--- config.mk ---
export PLATFORM = sky130hd
export DESIGN_NAME = ac_tx8
export DESIGN_NICKNAME = d
export VERILOG_FILES = /design/src/rtl/ac_tx8.sv
export SDC_FILE = /design/constraint.sdc
export NUM_CORES = 1
export LEC_CHECK = 0
export ABC_CLOCK_PERIOD_IN_PS = 2700
export BUFFER_PORTS_ARGS = -buffer_cell sky130_fd_sc_hd__buf_2
export CAP_MARGIN = 20
export CORE_MARGIN = 2
export CORE_UTILIZATION = 57
export CTS_BUF_LIST = sky130_fd_sc_hd__clkbuf_4 sky130_fd_sc_hd__clkbuf_8
export DETAILED_ROUTE_END_ITERATION = 8
export HOLD_SLACK_MARGIN = 0.03
export PLACE_DENSITY_LB_ADDON = 0.2
export SYNTH_ARGS = -nofsm -noshare
export SYNTH_HDL_FRONTEND = slang
export SYNTH_SLANG_ARGS = --single-unit
--- constraint.sdc ---
create_clock -name clk_i -period 2.7 [get_ports clk_i]
set_clock_uncertainty 0.1 [all_clocks]
set_input_delay 0.54 -clock clk_i [delete_from_list [all_inputs] [get_ports clk_i]]
set_output_delay 0.54 -clock clk_i [all_outputs]
set_load 0.05 [all_outputs]
--- src/rtl/ac_tx8.sv ---
// ac_tx8: serial transmitter for the 8-bit accumulator word.
// Frame = start bit (0), 8 data bits LSB first, stop bit (1); each bit
// lasts CLKS_PER_BIT clocks. busy/done handshake for polling.
module ac_tx8 #(
  parameter int CLKS_PER_BIT = 4
) (
  input  logic       clk_i,
  input  logic       rst_i,
  input  logic       start_i,
  input  logic [7:0] d_i,
  output logic       tx_o,
  output logic       busy_o,
  output logic       done_o
);

  localparam int CW = (CLKS_PER_BIT > 1) ? $clog2(CLKS_PER_BIT) : 1;
  localparam logic [CW-1:0] CNT_MAX = CW'(CLKS_PER_BIT - 1);

  localparam logic [1:0] S_IDLE  = 2'd0;
  localparam logic [1:0] S_START = 2'd1;
  localparam logic [1:0] S_DATA  = 2'd2;
  localparam logic [1:0] S_STOP  = 2'd3;

  logic [1:0]    state;
  logic [7:0]    shreg;
  logic [2:0]    bit_idx;
  logic [CW-1:0] cnt;
  logic          done_q;
  logic          tick;

  // Last cycle of the current bit period.
  assign tick = (cnt == CNT_MAX);

  // Frame sequencer. The end of the stop bit may accept a new start
  // directly, so back-to-back frames have no extra idle cycle.
  always_ff @(posedge clk_i or posedge rst_i) begin
    if (rst_i) begin
      state   <= S_IDLE;
      shreg   <= 8'h00;
      bit_idx <= 3'd0;
      cnt     <= '0;
      done_q  <= 1'b0;
    end else begin
      done_q <= 1'b0;
      case (state)
        S_IDLE: begin
          if (start_i) begin
            shreg   <= d_i;
            cnt     <= '0;
            bit_idx <= 3'd0;
            state   <= S_START;
          end
        end
        S_START: begin
          if (tick) begin
            cnt     <= '0;
            bit_idx <= 3'd0;
            state   <= S_DATA;
          end else begin
            cnt <= cnt + 1'b1;
          end
        end
        S_DATA: begin
          if (tick) begin
            cnt     <= '0;
            shreg   <= shreg >> 1;
            bit_idx <= bit_idx + 3'd1;
            if (bit_idx == 3'd7) state <= S_STOP;
          end else begin
            cnt <= cnt + 1'b1;
          end
        end
        S_STOP: begin
          if (tick) begin
            cnt    <= '0;
            done_q <= 1'b1;
            if (start_i) begin
              shreg   <= d_i;
              bit_idx <= 3'd0;
              state   <= S_START;
            end else begin
              state <= S_IDLE;
            end
          end else begin
            cnt <= cnt + 1'b1;
          end
        end
        default: state <= S_IDLE;
      endcase
    end
  end

  // Line level decoded from state so reset forces it high immediately.
  always_comb begin
    tx_o = 1'b1;
    case (state)
      S_START: tx_o = 1'b0;
      S_DATA:  tx_o = shreg[0];
      default: tx_o = 1'b1;
    endcase
  end

  assign busy_o = (state != S_IDLE);
  assign done_o = done_q;

endmodule

==> impl_results.md, run 1 <==
- Outcome: complete, no violations
- Die Span Y: ~44 µm
- IO Count: 14
- Crit Reg-Reg Endpoint: shreg[2]$_DFFE_PP0P_
- Final ANT Viol Nets: 0
- First-pass GRT wire length: 2500 µm
- Antenna cells: 0
- Initial antenna violation count: 0
- Final period util: 88.4%
- Reg2Reg Depth: 5
- RSZ-0062 raised after global routing: false
- Max-slew violations: 0
- Dominant cell type by area after synthesis: dfrtp_1
- Synth top area cells: dfrtp_1 43%, mux2_2 17%, ha_1 12%
- Vias in the first global route: 591
- Synth warnings: 0
- Relative slew slack: 59.3%
- Final Hold Fails: 0
- Seq cells post-synth: 16
- # fillers: roughly 130
- Final Cell Area: 1010 µm²
- Setup violators final: 0
- Clock slew at reported path FFs: roughly 0.080 ns
- Post-CTS Setup Bufs: 0
- PD cells: around 1200 nW/µm²
- Gp weighted congestion: 0.734
- Reg2reg setup slack: 0.61 ns
- Largest fanout on the critical path: 9
- CTS Sinks: 16
- DR iter-0 viols: 24
- Setup Crit Path Kind: flip-flop to output pin
- Syn avg cell area: roughly 12 µm²
- Synth Cell Area: between 900 and 1000 µm²
- CP arrival: roughly 1.8 ns
- Max Clock Freq: 419 MHz
- Yosys top cell area share: between 40% and 50%
- Cts-stage hold buffer count: 0
- Worst setup path startpoint: state[0]$_DFFE_PP0P_
- Vias per std cell: about 5.5
- CTS Buf Count: 3
- Detailed Place HPWL: about 1100 µm
- Layout area overhead: 9.89%
- IO buf count: 13
- CP endpoint: tx_o
- Post-synthesis sequential area ratio: between 40% and 50%
- Maxcap violations: 0
- Min-Delay Path Class: primary input to asynchronous set/reset pin
- TritonRoute pass-1 iters: 4
- Die Area: between 1500 and 2000 µm²
- Critical Path Source Type: flip-flop
- Layout Nets: 115
- H-Tree Depth: 1
- WP data required: approximately 2.1 ns
- Mapped Nets: slightly below 100
- Reg2reg start: state[0]$_DFFE_PP0P_
- Worst Tran Pin Value: roughly 0.6 ns
- Core Footprint: about 1500 µm²
- Row Count: 14
- TritonCTS clock tree: done
- WL per Instance: about 13 µm
- Drt drc: 0
- Total track usage: roughly 18%
- Cell count after placement: about 110
- Root buf cell: clkbuf_4
- DP Area: roughly 990 µm²
- Clock Latency Late Sink: roughly 0.29 ns
- Setup TNS: 0 ns
- CP endpoint kind: output pin
- Cts repair resizes: 0
- Number of cells in the finished layout apart from fillers: approximately 110
- DRT Wirelength: around 1400 µm
- Vias: 604
- Peak VDD IR: 0.000574 V
- Share of cells above drive strength 1: between 30 and 40%
- Synth unique cells: 25
- Tmin final: roughly 2.4 ns
- Cell count after synthesis: 79
- Leakage: 0.494 nW
- Starting density of the core: between 60% and 70%
- Grt ovf: 0
- Longest Clk Path Bufs: 2
- Largest net degree at the start of global routing: 17
- Die X-Extent: 44.3 µm
## per-layer routing
layer	track usage [%]	vias up	share of wire (%)
met1	23.4	282	47
met5	0	-	0
met3	5.31	3	5.6
met4	10.9	0	2.1
li1	-	302	-
met2	27.1	17	46
## how the worst min path moves through the flow
stage	from	to	slack (ns)	cells after the start
after global placement	cnt[0]$_DFFE_PP0P_	cnt[0]$_DFFE_PP0P_	0.36	1
after floorplan	rst_i	bit_idx[0]$_DFFE_PP0P_	0.35	1
after detailed placement	cnt[0]$_DFFE_PP0P_	cnt[0]$_DFFE_PP0P_	0.38	1
final	rst_i	bit_idx[2]$_DFFE_PP0P_	0.21	2
after global routing	rst_i	bit_idx[1]$_DFFE_PP0P_	0.27	2
after CTS	rst_i	bit_idx[1]$_DFFE_PP0P_	0.22	2
## area by class of cell
cell class              instances  area, µm²  share of cell area, %
multi-input cells              51        465                   45.9
clock buffers                   3       22.5                   2.22
flip-flops and latches         16        400                   39.5
repair buffers                 14       72.6                   7.15
well taps                      16       20.0                   1.97
inverters                       9       33.8                   3.33
## state kept, by name (all words and copies together) (netlist names)
| signal | flops |
|---|---|
| done_o | 1 |
| state | 2 |
| cnt | 2 |
| shreg | 8 |
| bit_idx | 3 |
## power by group
| part | switching [mW] | internal (mW) |
|---|---|---|
| Sequential | 0.0627 | 0.348 |
| Combinational | 0.368 | 0.332 |
| Clock | 0.0706 | 0.0519 |
## per-stage QoR
stage / util [%] / setup WS [ns] / power, mW / hold slack, ns
global route: 67.4 / 0.191 / 1.33 / 0.268
finish: 67.4 / 0.314 / 1.23 / 0.209
floorplan: - / 0.175 / 1.00 / 0.346
CTS: 67.4 / 0.288 / 1.25 / 0.221
global placement: 65.9 / 0.636 / 1.10 / 0.361
detailed placement: 65.9 / 0.594 / 1.12 / 0.379
## cell usage after synthesis
library cell	instances
a211o_1	1
a21oi_1	1
a2bb2oi_1	1
and2_1	1
buf_2	1
buf_4	1
buf_6	1
dfrtp_1	16
ha_1	9
inv_1	9
mux2_2	14
mux2i_1	3
nand2b_1	2
nand3_1	3
nand3b_1	1
nor2_1	3
nor2b_1	1
nor3_1	1
nor3_4	1
o2111ai_1	1
o211ai_1	1
o21ai_0	4
o21ba_1	1
o32a_1	1
or2_2	1
## critical path: stages, from the launching register on
cell	delay, ns
dfrtp_1	0.42
inv_1	0.16
ha_1	0.39
mux2i_1	0.22
buf_2	0.27
## placed cells by master, fill, tap and decap left out
cell type  instances
dfrtp_1           16
mux2_2            14
buf_2             13
inv_1              9
ha_1               9
o21ai_0            4
mux2i_1            3
nor2_1             3
nand3_1            3
clkbuf_4           3
nand2b_1           2
o21ba_1            1
nor3_4             1
nand3b_1           1
and2_1             1
nor3_1             1
o32a_1             1
nor2b_1            1
o211ai_1           1
a21oi_1            1
a211o_1            1
or2_2              1
o2111ai_1          1
a2bb2oi_1          1
buf_4              1
## cell families after synthesis
family                   Yosys count  synth area share, %
multiplexers                      17                 20.3
flip-flops                        16                 43.4
AND/OR/NAND/NOR                   14                 9.35
buffers and inverters             12                 6.23
AO/OA/AOI/OAI                     11                 8.54
adder cells (fa/ha/maj)            9                 12.2
Power figures use the tool's default switching activity.
==> run 2: changes to the inputs <==
--- a/config.mk
+++ b/config.mk
@@ -5,7 +5,7 @@
 export SDC_FILE = /design/constraint.sdc
 export NUM_CORES = 1
 export LEC_CHECK = 0
-export ABC_CLOCK_PERIOD_IN_PS = 2700
+export ABC_CLOCK_PERIOD_IN_PS = 2560
 export BUFFER_PORTS_ARGS = -buffer_cell sky130_fd_sc_hd__buf_2
 export CAP_MARGIN = 20
 export CORE_MARGIN = 2
==> constraint.sdc (replaced) <==
create_clock -name clk_i -period 2.56 [get_ports clk_i]
set_clock_uncertainty 0.1 [all_clocks]
set_input_delay 0.512 -clock clk_i [delete_from_list [all_inputs] [get_ports clk_i]]
set_output_delay 0.512 -clock clk_i [all_outputs]
set_load 0.05 [all_outputs]
==> run 2 against run 1 <==
Against the previous run: design area increased by 1.4%; critical endpoint unchanged; global-route usage decreased by 0.21 points; sequential share of layout area decreased by 0.53 points; hold slack got worse by 0.029 ns; sequential cell count unchanged.
==> impl_results.md, run 2 (same netlist as run 1, synthesis figures left out) <==
- Int Power: 0.805 mW (was 0.732 mW)
- Core Footprint: 1510 µm² (unchanged)
- Die Span Y: 44.3 µm (unchanged)
- First-pass GRT wire length: 2470 µm (was 2500 µm)
- Clock slew at reported path FFs: 0.10 ns (was 0.08 ns)
- Clock Latency Late Sink: 0.29 ns (about the same)
- WL per Instance: 13.3 µm (was 13.2 µm)
- PD cells: 1300 nW/µm² (was 1220 nW/µm²)
- Post-CTS Setup Bufs: 0 (unchanged)
- Maxcap violations: 0 (unchanged)
- Setup Crit Path Kind: flip-flop to output pin (unchanged)
- DR iter-0 viols: 5 (was 24)
- CTS Sinks: 16 (unchanged)
- Total track usage: 18.0% (was 18.2%)
- Longest Clk Path Bufs: 2 (unchanged)
- Cts-stage hold buffer count: 0 (unchanged)
- Max FFs per register: 8 (unchanged)
- CP endpoint kind: output pin (unchanged)
- TritonCTS clock tree: done (unchanged)
- IO Count: 14 (unchanged)
- Layout area overhead: 11.4% (was 9.89%)
- Clock share of power: 12.5% (was 9.9%)
- Final Cell Area: 1030 µm² (was 1010 µm²)
- Reg2reg start: state[0]$_DFFE_PP0P_ (unchanged)
- Cts repair resizes: 0 (unchanged)
- Final ANT Viol Nets: 0 (unchanged)
- Vias per std cell: 5.50 (was 5.54)
- Die X-Extent: 44.3 µm (unchanged)
- IO buf count: 13 (unchanged)
- Worst setup path startpoint: state[0]$_DFFE_PP0P_ (unchanged)
- Final period util: 92.0%
- Layout Nets: 115 (unchanged)
- Final Hold Fails: 0 (unchanged)
- Die Area: 1960 µm² (unchanged)
- Grt ovf: 0 (unchanged)
- Setup TNS: 0 ns (unchanged)
- NetSw: 0.534 mW (was 0.502 mW)
- Register Area: 400 µm² (unchanged)
- Dpl ws: 0.446 ns (was 0.594 ns)
- Root buf cell: clkbuf_4 (unchanged)
- Net Sw Frac: 39.9% (was 40.7%)
- Antenna cells: 0 (unchanged)
- Worst setup margin: 0.205 ns (was 0.314 ns)
- Largest net degree at the start of global routing: 17 (unchanged)
- Commonest cells after routing, fill and taps aside: 16 x dfrtp_1, 14 x mux2_2, 13 x buf_2, 9 x inv_1, 9 x ha_1 (unchanged)
- Relative slew slack: 58.2% (was 59.3%)
- Starting density of the core: 61.3% (unchanged)
- Multi-input gate area: 465 µm² (unchanged)
- DRT Wirelength: 1460 µm (was 1440 µm)
- Drt drc: 0 (unchanged)
- # fillers: 120 (was 127)
- CTS Buf Count: 3 (unchanged)
- Share of cells above drive strength 1: 36.2% (was 35.5%)
- TritonRoute pass-1 iters: 4 (unchanged)
- Max-slew violations: 0 (unchanged)
- Logic gate share of total power: 55.2% (was 56.7%)
- Min-Delay Path Class: primary input to asynchronous set/reset pin (unchanged)
- WP data required: 1.95 ns (was 2.06 ns)
- Outcome: complete, no violations (unchanged)
- Leakage: 0.501 nW (was 0.494 nW)
- Row Count: 14 (unchanged)
- RSZ-0062 raised after global routing: false (unchanged)
- Regs by FF count: shreg: 8 flops, bit_idx: 3 flops (unchanged)
- Peak VDD IR: 0.000734 V (was 0.000574 V)
- Gp weighted congestion: 0.791 (was 0.734)
- CP arrival: 1.74 ns (was 1.75 ns)
- Largest fanout on the critical path: 9 (unchanged)
- Critical Path Source Type: flip-flop (unchanged)
- Total power: 1.34 mW (was 1.23 mW)
- Vias in the first global route: 582 (was 591)
- DP Area: 992 µm² (unchanged)
- Setup violators final: 0 (unchanged)
- Core Util, Final: 68.3% (was 67.4%)
- Top reg by flops: shreg (unchanged)
- Worst Tran Pin Value: 0.626 ns (was 0.609 ns)
- Max Clock Freq: 425 MHz
- Initial antenna violation count: 0 (unchanged)
- Flop pwr share: 32.2% (was 33.3%)
- Detailed Place HPWL: 1090 µm (was 1110 µm)
- Commonest non-fill, non-tap cell in the layout: dfrtp_1 (unchanged)
- Tmin final: approximately 2.4 ns
- Vias: 605 (was 604)
- H-Tree Depth: 1 (unchanged)
[run 2: cell count changes in the layout (fill, tap and decap cells not counted), sizes merged]
cell	delta
clkbuf	+1
[run 2: final cells by class]
cell class | instances | share of cell area, %
clock buffers | 4 | 3.53
flip-flops and latches | 16 | 38.9
inverters | 9 | 3.28
well taps | 16 | 1.95
multi-input cells | 51 | 45.3
repair buffers | 14 | 7.06
[run 2: per-stage QoR]
step | std cells | hold WS, ns
finish | 110 | 0.180
global route | 110 | 0.241
CTS | 110 | 0.201
detailed placement | 106 | 0.369
global placement | 106 | 0.362
floorplan | 79 | 0.326
[run 2: worst max-delay path: stages (launching register included)]
cell     delay, ns
dfrtp_1       0.43
inv_1         0.15
ha_1          0.39
mux2i_1       0.21
buf_2         0.27
[run 2: path summary, 6_finish.rpt]
path                                             end  slack, ns  depth (start not counted)
worst max-delay path                            tx_o       0.20                          4
worst min-delay path            shreg[7]$_DFFE_PP0P_       0.18                          2
worst max register to register  state[1]$_DFFE_PP0P_       0.46                          6
worst min register to register    cnt[0]$_DFFE_PP0P_       0.38                          1
max in group asynchronous       shreg[3]$_DFFE_PP0P_       1.76                          2
min in group clk_i                cnt[0]$_DFFE_PP0P_       0.38                          1
[run 2: routing by layer]
metal	up-vias	global-route usage, %	share of wire (%)
li1	305	-	-
met2	12	27.6	46
met4	0	10.9	2.2
met1	284	23.3	49
met5	-	0	0
met3	4	3.67	3.3
[run 2: power by group through the flow]
stage | combinational, mW | clock [mW] | sequential, mW
4_1_cts | 0.749 | 0.173 | 0.431
6_report | 0.739 | 0.168 | 0.432
3_5_place_dp | 0.746 | 0 | 0.437
2_1_floorplan | 0.629 | 0 | 0.430
5_1_grt | 0.818 | 0.181 | 0.445
3_3_place_gp | 0.726 | 0 | 0.431
